$ cat src/rtl/mux_scan_nto1.sv
// Registered N-to-1 mux: manual select from S, or round-robin auto-scan
// that advances SEL every DIV enabled cycles.
//
// Ports:
//   CLK   in  1           rising-edge clock
//   RST   in  1           asynchronous active-high reset
//   I     in  N*WIDTH     packed inputs, input k at I[k*WIDTH +: WIDTH]
//   S     in  SEL_W       manual select (MODE=0)
//   MODE  in  1           0 = manual, 1 = auto-scan
//   EN    in  1           clock enable, 0 freezes all state
//   O     out WIDTH       registered selected data
//   SEL   out SEL_W       index currently in effect
//   STEP  out 1           pulse when auto-scan advances SEL
//   ERR   out 1           out-of-range manual select seen on last edge
module mux_scan_nto1 #(
    parameter int WIDTH = 3,
    parameter int N     = 5,
    parameter int SEL_W = 3,
    parameter int DIV   = 4
) (
    input  logic               CLK,
    input  logic               RST,
    input  logic [N*WIDTH-1:0] I,
    input  logic [SEL_W-1:0]   S,
    input  logic               MODE,
    input  logic               EN,
    output logic [WIDTH-1:0]   O,
    output logic [SEL_W-1:0]   SEL,
    output logic               STEP,
    output logic               ERR
);

    localparam int PW = (DIV <= 1) ? 1 : $clog2(DIV);

    localparam logic [SEL_W-1:0] LAST_IDX = SEL_W'(N - 1);
    localparam logic [PW-1:0]    PRE_TOP  = PW'(DIV - 1);

    logic [WIDTH-1:0] o_q,    o_d;
    logic [SEL_W-1:0] sel_q,  sel_d;
    logic             step_q, step_d;
    logic             err_q,  err_d;
    logic [PW-1:0]    pre_q,  pre_d;

    logic             s_valid;
    logic [WIDTH-1:0] man_data;
    logic [WIDTH-1:0] auto_data;
    logic [SEL_W-1:0] sel_inc;

    assign s_valid = (S <= LAST_IDX);

    // Compare-based mux: an out-of-range index simply matches nothing,
    // so no slice of I is ever addressed past input N-1.
    always_comb begin
        man_data  = '0;
        auto_data = '0;
        for (int k = 0; k < N; k++) begin
            if (S == SEL_W'(k)) begin
                man_data = I[k*WIDTH +: WIDTH];
            end
            if (sel_q == SEL_W'(k)) begin
                auto_data = I[k*WIDTH +: WIDTH];
            end
        end
    end

    // Wrap at N rather than at 2^SEL_W so SEL never leaves 0..N-1.
    assign sel_inc = (sel_q == LAST_IDX) ? '0 : sel_q + SEL_W'(1);

    always_comb begin
        o_d    = o_q;
        sel_d  = sel_q;
        step_d = step_q;
        err_d  = err_q;
        pre_d  = pre_q;
        if (EN) begin
            if (!MODE) begin
                step_d = 1'b0;
                pre_d  = '0;
                if (s_valid) begin
                    o_d   = man_data;
                    sel_d = S;
                    err_d = 1'b0;
                end else begin
                    err_d = 1'b1;
                end
            end else begin
                o_d   = auto_data;
                err_d = 1'b0;
                if (pre_q == PRE_TOP) begin
                    pre_d  = '0;
                    sel_d  = sel_inc;
                    step_d = 1'b1;
                end else begin
                    pre_d  = pre_q + PW'(1);
                    step_d = 1'b0;
                end
            end
        end
    end

    always_ff @(posedge CLK or posedge RST) begin
        if (RST) begin
            o_q    <= '0;
            sel_q  <= '0;
            step_q <= 1'b0;
            err_q  <= 1'b0;
            pre_q  <= '0;
        end else begin
            o_q    <= o_d;
            sel_q  <= sel_d;
            step_q <= step_d;
            err_q  <= err_d;
            pre_q  <= pre_d;
        end
    end

    assign O    = o_q;
    assign SEL  = sel_q;
    assign STEP = step_q;
    assign ERR  = err_q;

endmodule

$ cat config.mk
export PLATFORM = sky130hd
export DESIGN_NAME = mux_scan_nto1
export DESIGN_NICKNAME = d
export VERILOG_FILES = /design/src/rtl/mux_scan_nto1.sv
export SDC_FILE = /design/constraint.sdc
export NUM_CORES = 1
export LEC_CHECK = 0
export ABC_AREA = 1
export BUFFER_PORTS_ARGS = -buffer_cell sky130_fd_sc_hd__buf_2
export CAP_MARGIN = 20
export CORE_UTILIZATION = 50
export CTS_BUF_LIST = sky130_fd_sc_hd__clkbuf_4 sky130_fd_sc_hd__clkbuf_8
export CTS_CLUSTER_DIAMETER = 150
export DETAILED_ROUTE_END_ITERATION = 8
export GPL_TIMING_DRIVEN = 0
export PLACE_DENSITY_LB_ADDON = 0.3
export SLEW_MARGIN = 10
export SYNTH_ARGS = -nofsm -noshare
export SYNTH_HDL_FRONTEND = slang
export SYNTH_SLANG_ARGS = --single-unit
$ cat constraint.sdc
create_clock -name CLK -period 2.8 [get_ports CLK]
set_input_delay 0.14 -clock CLK [delete_from_list [all_inputs] [get_ports CLK]]
set_output_delay 0.14 -clock CLK [all_outputs]
set_load 0.05 [all_outputs]
==> summary.md, run 1 <==
The run finished with clean final reports. In the finished design, the share of the clock period the worst path needs comes to 53.6%. Across the routed clock network, the largest skew measured is 0.00157 ns. Timing analysis after detailed placement gives a worst setup slack of 1.30 ns. The run gives 3 as the number of CTS-inserted buffers. In the final design database the tool counted 219 nets.

For the pin with the worst max-slew slack, the measured transition is 0.370 ns. The floorplan has 15 rows. Global routing consumed, on the met1 layer, 29.5% of the routing resources.

The total overflow left after global routing is 0. The count of nets left with antenna violations once routing finished came out at 0. In this run the power spent charging and discharging nets is 0.000341 W. The logs give 1 for the H-tree level count and 11 for the largest net degree at the start of global routing. TritonCTS built the clock tree.

Highest clock rate: 666 MHz. The run gives 0.00215 sq mm as the die area. The mean cell area of the mapped netlist came out at 6.28 sq um. Cells with a size suffix above 1 make up 26.3% of the layout. Counting tap cells, the placed design contains a total of 210 instances.

Combined area of all synthesized cells: 986 sq um. Measured against its own limit, the worst slew margin works out to 75.3%. The synthesized netlist cell count came out at 157. Synthesis inferred 10 register bits.

The internal portion of the total power is 0.000372 W. In this run the most used layer during global routing was met2. The logs give 0.879 for the routability-driven placement congestion ratio and 0.000713 W for the final total power. The tools report the post-layout worst setup margin as 1.30 ns. Of all nets on the critical path, the largest fanout is 4. The combinational fraction of design power was 54.1%.

The tree is rooted in a clkbuf_4. Post-CTS repair changed the size of 0 cells. STA classifies the critical path endpoint as a flip-flop. The share of synthesized area occupied by flip-flops and latches is 25.4%.

In this run the tool buffered the top-level ports with 28 buffer cells. In this run the power density over the cells is 592 mW/mm^2. For the area inside the core boundary, the log shows 0.00178 sq mm. The die span in y was 46.4 microns; the final cell count without fillers was 215. The tree built by TritonCTS fans out to 10 sinks.

In this run switching power makes up 47.8% of total power. The logs give 28.0% for the sequential power share and 3590 microns for the first-pass GRT wire length. Once the floorplan was initialized, standard cells occupied 55.3% of the core. Of all flip-flops after synthesis, the portion carrying an async set or reset was 100%.

The clock latency reported for the late side of the worst-skew pair was 0.26 ns. 30 I/O pins were placed. Data on the critical path is required at its endpoint by 3.01 ns. The most critical setup path has its startpoint at SEL[1]. Average wire per cell in the routed design: 9.97 microns. Cells fill 67.5% of the core in the end. Setup violations remaining at the end of the flow were counted as 0. The global-route total usage across every layer was 23.1%; the count of flip-flops with a built-in enable after synthesis was 0.

The worst hold path belongs to the class in2reg. Number of antenna violations at the first check in global routing: 0. The startpoint identified for the worst hold timing path is EN. Yosys printed 0 warnings.

The total wirelength of the detailed-routed design is 2140 microns. The clock period minus final worst setup slack is 1.50 ns, and the final sum of negative setup slack is 0 ns. In this run, the clock network consumes 17.9% of the power. The total inserted antenna cells is 0. Global routing used 5.88% of the available met3 tracks.

Maximum count of clock buffers along a single path: 2. The tools report the overall via count from detail_route as 1,058. When the netlist entered floorplanning its net count stood at 185. The tools report the max-slew violation count as 0. Across the run, the number of max-cap violations was 0. Setup repair after global routing left no endpoint under its margin. The commonest register cell after synthesis is dfrtp_1. Using the TritonRoute via totals, the vias-per-cell ratio works out to 4.92. For the critical path arrival, the log shows 1.71 ns. Clock-pin slew was measured on the worst setup and hold paths at 0.06 ns. Detailed placement ended at an HPWL of 1770 microns. The startpoint identified for the worst register-to-register timing path is SEL[1].

Category of the worst setup path launch point: a flip-flop. The run gives 40.3% as the met2 capacity usage during global routing. The kind of critical path was reg2reg. For this run, the detailed router's first-pass iteration total came to 4. After the first detailed-routing iteration, the DRC count stood at 23.

The tools report the via count of the first global-routing pass as 889. In the routed design, unresolved DRC markers number 0. IR analysis of the VDD net gives a maximum drop of 0.000407 V. The area growth from synthesis to layout is 22.1%.

The netlist uses 21 different library cells. The horizontal extent of the die came out at 46.4 microns. The final number of hold-violating endpoints was 0. The tools report the static power due to leakage as 0.737 nW.
-- layout by cell type, fill, tap and decap left out, types with 3 or more instances in the layout --
cell type | synthesis | routed
o21ai_2 | 3 | 3
o21ai_0 | 5 | 5
nand2_1 | 46 | 46
nor2_1 | 14 | 14
ha_1 | 6 | 6
inv_1 | 30 | 30
buf_2 | 0 | 28
inv_2 | 3 | 3
o21ai_1 | 9 | 9
nand3_1 | 14 | 14
nand4_1 | 3 | 3
clkbuf_4 | 0 | 3
dfrtp_1 | 10 | 10
-- final timing paths --
path	to	slack (ns)	cells after the start
min reg2reg	O[0]	0.47	2
max in group asynchronous	SEL[1]	2.15	3
min	pre_q[0]	0.18	2
max	O[0]	1.30	12
min in group asynchronous	ERR	0.39	3
max reg2reg	O[0]	1.30	12
-- cell type report --
class	count	area (sq um)
timing repair buffer	29	150
buffer	1	7.51
multi-input combinational	111	587
fill	173	579
sequential	10	250
clock buffer	4	36.3
inverter	35	141
tap	25	31.3
-- worst max-delay path: stages, from the launching register on --
cell	delay, ns
dfrtp_1	0.43
inv_1	0.14
ha_1	0.18
inv_1	0.04
nor2_1	0.18
nand3_1	0.09
nand2_1	0.09
nand2_1	0.05
nand2_1	0.06
nand2_1	0.06
nand2_1	0.05
nand2_1	0.04
nand2_1	0.05
-- state kept, by name, indices dropped and copies added, names as in the netlist --
register and flops:
SEL 3, STEP 1, pre_q 2, ERR 1
O 3
-- cells in the mapped netlist (2+ instances only) --
cell type	count	area [sq um]
nand2_1	46	173
o21ai_0	5	25.0
nor2_2	2	12.5
o22ai_1	2	12.5
o21ai_2	3	26.3
nand3_1	14	70.1
nand4_1	3	18.8
nand2_4	2	22.5
inv_1	30	113
nor2_1	14	52.6
o21ai_1	9	45.0
dfrtp_1	10	250
ha_1	6	75.1
nand2_2	2	12.5
inv_2	3	11.3
-- stage by stage --
stage                     cell area [sq um]  hold WS [ns]
final                                  1200         0.176
after global placement                 1160         0.116
after detailed placement               1160         0.128
after global routing                   1200         0.176
after floorplan                         986       -0.0198
after CTS                              1200         0.170
-- power groups by stage --
stage,Combinational (W),Clock [W],Sequential (W)
finish,0.000386,0.000128,0.000200
global route,0.000429,0.000138,0.000204
CTS,0.000389,0.000131,0.000200
detailed placement,0.000386,0,0.000202
global placement,0.000377,0,0.000200
floorplan,0.000199,0,0.000293
-- cells by family (layout without fill, tap and decap cells) --
| group | count (synthesis) | count (layout) | synth area share (%) |
|---|---|---|---|
| AO/OA/AOI/OAI | 19 | 19 | 11.0 |
| adder cells (fa/ha/maj) | 6 | 6 | 7.61 |
| buffers and inverters | 36 | 69 | 15.1 |
| flip-flops | 10 | 10 | 25.4 |
| AND/OR/NAND/NOR | 86 | 86 | 40.9 |
-- routing by layer --
| layer | routed length (microns) | vias to the layer above |
|---|---|---|
| li1 | - | 549 |
| met4 | 0 | 0 |
| met3 | 139 | 0 |
| met1 | 946 | 477 |
| met5 | 0 | - |
| met2 | 1060 | 32 |
-- repair_timing --
action	CTS	global route
setup buffers	0	0
hold endpoints to repair	10	0
hold buffers	1	0
(Power assumes the default switching activity.)
==> run 2: changes to the inputs <==
Clock period 2.8 ns to 1.58 ns, I/O delays scaled along.
==> run 2 against run 1 <==
Effect of this change:
- power up 76%
- first-iteration DRC count is 61% lower
- setup slack worse by 1.2 ns
- die area is the same
- sequential share of layout area grew 0.14 points
- critical path depth shrank 2
- core utilization grew 0.21 points
- global-route usage grew 0.36 points
- hold slack got worse by 0.050 ns
==> summary.md, run 2 (synthesis results as in run 1) <==
The logs give 0 (unchanged) for the antenna violation net count after detailed routing and 1.73 ns (-1.28 ns) for the required time of the critical path. The clock period minus final worst setup slack was 1.44 ns (-0.0604 ns). Average wire per cell in the routed design: 10.5 microns (+4.9%). The static power due to leakage was 0.732 nW (-0.69%). The run gives 1030 microns (+8.8%) as the wire length the detailed router placed on met1. The number of antenna violations at the first check in global routing is 0 (unchanged). STA classifies the critical path startpoint as a flip-flop.

The setup violation total in the final timing report was 0 (unchanged). The tools report the maximum vdd ir drop as 0.000730 V (+80%). The critical path endpoint category is a flip-flop.

The post-route clock period utilization is 91.2% (+38 points), and the first-pass GRT wire length is 3650 microns (+1.6%). The tools report the critical path arrival as 1.60 ns (-0.11 ns). The tools report the final number of hold-violating endpoints as 0 (unchanged). The tools report the number of top-level pins as 30 (unchanged). The hold-critical path depth works out to 2 (unchanged).

The highest layer touched by signal routing is met4. Maximum count of clock buffers along a single path: 2 (unchanged). The final sum of negative setup slack was 0 ns (unchanged). The max-slew violation count was 0 (unchanged); the largest net degree at the start of global routing was 11 (unchanged). The max-capacitance violation count came out at 0 (unchanged).

The total inserted antenna cells was 0 (unchanged); the initial core utilization was 55.3% (unchanged). The via count normalized by instance count works out to 4.93 (about the same). Setup slack after placement: 0.0944 ns (-1.20 ns). The post-detailed-route DRC marker count is 0 (unchanged), and the amount of wire on met3 after detailed routing is 90 microns (-35%). The relative max-transition margin was 74.9% (-0.39 points). The logs give 215 (unchanged) for the final cell count without fillers and 0 (unchanged) for the residual overflow from global routing.

The placement row count came out at 15 (unchanged). Core utilization of the finished layout: 67.7% (+0.21 points). For the number of setup buffers added after CTS, the log shows 0 (unchanged).

The logs give 1850 microns (+4.9%) for the half-perimeter wire length after detailed placement and 219 (unchanged) for the number of nets at the end of the flow. Clock tree root driver cell: clkbuf_4. The horizontal extent of the die came out at 46.4 microns (unchanged). The kind of critical path is reg2reg.

The run gives 3 (unchanged) as the number of CTS-inserted buffers. The worst hold path begins at EN. The end of the worst register-to-register path was O[2].

The run finished with clean final reports. Number of cell instances on the worst register-to-register path: 10 (-2). The power density over cell area was 1040 mW/mm^2 (+76%). The number of cells after detailed placement came out at 210 (unchanged). The clock transition at the register clock pins on the worst setup and hold paths after CTS was 0.06 ns (about the same).

The quantity of I/O buffers inserted on ports was 28 (unchanged). The tools report the post-layout worst setup margin as 0.138 ns (-1.16 ns). The tools report the total wirelength of the detailed-routed design as 2250 microns (+4.9%).

TritonCTS built the clock tree. The logs give 23.5% (+0.36 points) for the global-route total usage across every layer and 1 (unchanged) for the H-tree level count. The path class of the tightest hold or removal check is in2reg. For the area inside the core boundary, the log shows 0.00178 sq mm (unchanged). For the routability-driven placement congestion ratio, the log shows 0.883 (+0.43%). For the via count of the first global-routing pass, the log shows 901 (+1.3%). The violation count after the first detailed-routing iteration is 9 (-61%), and the clock latency reported for the late side of the worst-skew pair is 0.26 ns (about the same).

The slew of the pin with the lowest slew margin was 0.376 ns (+0.00588 ns). The area overhead of the layout relative to synthesis is 22.5%, and the fraction of layout instances using a drive strength above 1 is 29.5% (+3.2 points). The highest fanout seen on the critical path came out at 7 (+3).

The wire length on met2 was 1120 microns (+6.2%). Worst min-delay path endpoint: pre_q[0]. Commonest non-fill, non-tap cell in the layout: nand2_1. For the total iterations of the first detailed-routing run, the log shows 4 (unchanged). The run gives 1,059 (+0.095%) as the overall via count from detail_route. The minimum setup slack among reg-to-reg paths was 0.14 ns (-1.16 ns).

The clock net sink count was 10 (unchanged). The worst register-to-register path begins at SEL[0]. The tools report the highest clock rate as 694 MHz (+4.2%). Setup repair after global routing left no endpoint under its margin. Die area: 0.00215 sq mm (unchanged). The die span in y works out to 46.4 microns (unchanged).

The top cell types in the final layout, fill and taps aside, are nand2_1, buf_2, inv_1, nand3_1, nor2_1. The final setup skew came out at 0.000525 ns (-0.00104 ns).
run 2: how the worst max path moves through the flow:
stage,start,endpoint,slack [ns],cells after the start
floorplan,SEL[2],O[2],0.01,10
global placement,SEL[0],O[1],0.12,12
detailed placement,SEL[0],O[1],0.09,12
CTS,SEL[0],O[1],0.07,12
global route,SEL[0],O[0],0.004,11
finish,SEL[0],O[2],0.14,10
run 2: critical path, cell delays in order (launching register included):
cell and delay, ns:
dfrtp_2 0.40, inv_2 0.07, ha_1 0.20, nand2_1 0.21, o21ai_0 0.13, inv_1 0.07
nand2_1 0.05, nand2_1 0.05, nand2_1 0.05, nand2_1 0.06, nand2_1 0.05
run 2: where the power goes:
part	switching (W)	internal, W	total [W]
Clock	0.0000829	0.000115	0.000198
Sequential	0.0000472	0.000313	0.000360
Combinational	0.000484	0.000216	0.000699
Total	0.000614	0.000643	0.00126
run 2: metal layers:
metal  global-route usage, %  up-vias
li1                        -      549
met1                    29.4      486
met2                    40.8       22
met3                    5.88        2
met4                    3.53        0
met5                       0        -
run 2: stage by stage:
stage               total power (W)  area (sq um)  hold WS, ns
floorplan                  0.000875           988      -0.0810
global route                0.00137          1210        0.118
finish                      0.00126          1210        0.126
global placement            0.00103          1160       0.0548
detailed placement          0.00105          1160       0.0693
CTS                         0.00125          1200        0.118
run 2: final cells by class:
cell class | instances | area, sq um
multi-input combinational | 111 | 594
fill | 182 | 576
sequential | 10 | 253
timing repair buffer | 29 | 150
inverter | 35 | 141
tap | 25 | 31.3
clock buffer | 4 | 30.0
buffer | 1 | 7.51
run 2: repair_timing:
item                       in CTS  in global routing
hold buffers                    1                  0
hold endpoints to repair       10                  0
resized for setup               0                  5
setup endpoints to repair       0                  3
==> run 3: changes to the inputs <==
==> constraint.sdc (replaced) <==
create_clock -name CLK -period 1.58 [get_ports CLK]
set_input_delay 0.316 -clock CLK [delete_from_list [all_inputs] [get_ports CLK]]
set_output_delay 0.316 -clock CLK [all_outputs]
set_load 0.05 [all_outputs]
==> run 3 against run 2 <==
Effect of this change:
- cell count is 0.47% lower
- critical path depth stayed put
- via count fell by 0.76%
- non-clock buffer count down 1
- clock-buffer cell count is the same
- sequential power about the same
- routed wire length decreased by 0.40%
- flip-flop and latch count unchanged
- register-to-register slack about the same
- core utilization down 0.56 points
- combinational power is essentially flat
- cell area is 0.83% lower
- critical endpoint unchanged
==> summary.md, run 3 (synthesis results as in run 1) <==
The maximum vdd ir drop was 0.000730 V (about the same). The start of the worst register-to-register path is SEL[0]. The die span in y is 46.4 microns (unchanged), and the number of top-level pins is 30 (unchanged).

The half-perimeter wire length after detailed placement was 1850 microns (unchanged); the number of cells after detailed placement was 210 (unchanged). The logs give 901 (unchanged) for the via count of the first global-routing pass and 214 (-0.47%) for the final cell count without fillers. The horizontal extent of the die works out to 46.4 microns (unchanged). The run gives 0.00178 sq mm (unchanged) as the area inside the core boundary.

Total inserted antenna cells: 0 (unchanged). The quantity of I/O buffers inserted on ports is 28 (unchanged), and the clock latency reported for the late side of the worst-skew pair is 0.26 ns (about the same). The placement row count is 15 (unchanged). Leaving out fill and tap cells, the most frequent cell in the layout is nand2_1.

Slew of the pin with the lowest slew margin: 0.376 ns (-0.0000216 ns). The overall via count from detail_route was 1,051 (-0.76%); the final setup skew was 0.000525 ns (unchanged). The tools report the setup violation total in the final timing report as 0 (unchanged). The clock tree root driver cell was clkbuf_4. The number of antenna violations at the first check in global routing is 0 (unchanged). Clock transition at the register clock pins on the worst setup and hold paths after CTS: 0.06 ns (about the same). Violation count after the first detailed-routing iteration: 9 (unchanged). By startpoint and endpoint, the worst setup path is classified as reg2reg.

The largest net degree at the start of global routing is 11 (unchanged), and the power density over cell area is 1050 mW/mm^2 (+0.67%). The maximum count of clock buffers along a single path was 2 (unchanged). The flow ran to the end, and the final reports show no timing, DRC or antenna violations. The area overhead of the layout relative to synthesis is 21.4%, and the max-capacitance violation count is 0 (unchanged).

The number of CTS-inserted buffers was 3 (unchanged). Routability-driven placement congestion ratio: 0.883 (unchanged). The critical path arrival came out at 1.59 ns (about the same).

The tools report the category of the worst setup path launch point as a flip-flop. The average wire per cell in the routed design is 10.5 microns (about the same). The relative max-transition margin is 74.9% (about the same), and the initial core utilization is 55.3% (unchanged). STA classifies the critical path endpoint as a flip-flop.

For the final total power, the log shows 0.00126 W (-0.16%). The max-slew violation count came out at 0 (unchanged). The clock period minus final worst setup slack is 1.44 ns (-0.00201 ns), and the post-route clock period utilization is 91.1% (-0.13 points). The minimum setup slack among reg-to-reg paths is 0.14 ns (about the same), and the number of nets at the end of the flow is 218 (-0.46%). The total iterations of the first detailed-routing run came out at 4 (unchanged). Leaving out fill and tap cells, the most frequent cells in the layout are nand2_1, buf_2, inv_1, nand3_1, nor2_1. The tools report the final number of hold-violating endpoints as 0 (unchanged). The tools report the residual overflow from global routing as 0 (unchanged). The required time of the critical path came out at 1.73 ns (about the same). The number of cell instances on the worst register-to-register path works out to 10 (unchanged).

The worst hold path belongs to the class in2async. The static power due to leakage is 0.728 nW (-0.57%). The via count normalized by instance count was 4.91 (-0.29%); the clock net sink count was 10 (unchanged). The highest fanout seen on the critical path was 7 (unchanged); the antenna violation net count after detailed routing was 0 (unchanged). Highest clock rate: 695 MHz (+0.14%). End of the worst register-to-register path: O[2].

The H-tree level count came out at 1 (unchanged). The global-route total usage across every layer came out at 23.5% (unchanged). The logs give 0.00215 sq mm (unchanged) for the die area and 0 (unchanged) for the post-detailed-route DRC marker count. The logs give 3650 microns (unchanged) for the first-pass GRT wire length and 0 ns (unchanged) for the final sum of negative setup slack. Setup repair after global routing left no endpoint under its margin.

Fraction of layout instances using a drive strength above 1: 29.6% (+0.16 points). The total wirelength of the detailed-routed design was 2240 microns (-0.40%). TritonCTS built the clock tree.
## run 3: what timing repair did
action | in CTS | in global routing
endpoints found under the setup margin | 0 | 3
setup buffers | 0 | 0
resized for setup | 0 | 5
hold buffers | 0 | 0
## run 3: routing by layer
layer	wire length, microns	GRT usage, %
met4	4	3.53
met3	88	5.88
met2	1120	40.8
met1	1030	29.4
met5	0	0
## run 3: area by class of cell
| class | count | area [sq um] |
|---|---|---|
| Clock buffer | 4 | 30.0 |
| Tap cell | 25 | 31.3 |
| Multi-Input combinational cell | 111 | 594 |
| Fill cell | 182 | 586 |
| Inverter | 35 | 141 |
| Buffer | 1 | 7.51 |
| Sequential cell | 10 | 253 |
| Timing Repair Buffer | 28 | 140 |
## run 3: through the flow
| stage | setup slack (ns) | hold slack [ns] | area, sq um | util, % |
|---|---|---|---|---|
| final | 0.140 | 0.0154 | 1200 | 67.2 |
| after global routing | 0.00443 | 0.0343 | 1200 | 67.2 |
| after CTS | 0.0726 | 0.0214 | 1190 | 66.7 |
| after detailed placement | 0.0944 | 0.306 | 1160 | 65.1 |
| after global placement | 0.117 | 0.292 | 1160 | 65.1 |
| after floorplan | 0.00977 | 0.156 | 988 | - |
## run 3: power breakdown
| part | total (W) | internal [W] | switching (W) |
|---|---|---|---|
| logic | 0.000697 | 0.000214 | 0.000483 |
| clock network | 0.000198 | 0.000115 | 0.0000829 |
| registers | 0.000360 | 0.000313 | 0.0000472 |
## run 3: critical path, stage by stage, from the launching register on
cell and delay, ns:
dfrtp_2 0.40, inv_2 0.07, ha_1 0.20, nand2_1 0.21, o21ai_0 0.13, inv_1 0.07, nand2_1 0.05, nand2_1 0.05
nand2_1 0.05, nand2_1 0.06, nand2_1 0.05
## run 3: worst max path at each step
stage	depth (start not counted)	slack, ns	startpoint	end
6_report	10	0.14	SEL[0]	O[2]
3_3_place_gp	12	0.12	SEL[0]	O[1]
4_1_cts	12	0.07	SEL[0]	O[1]
5_1_grt	11	0.004	SEL[0]	O[0]
2_1_floorplan	10	0.01	SEL[2]	O[2]
3_5_place_dp	12	0.09	SEL[0]	O[1]
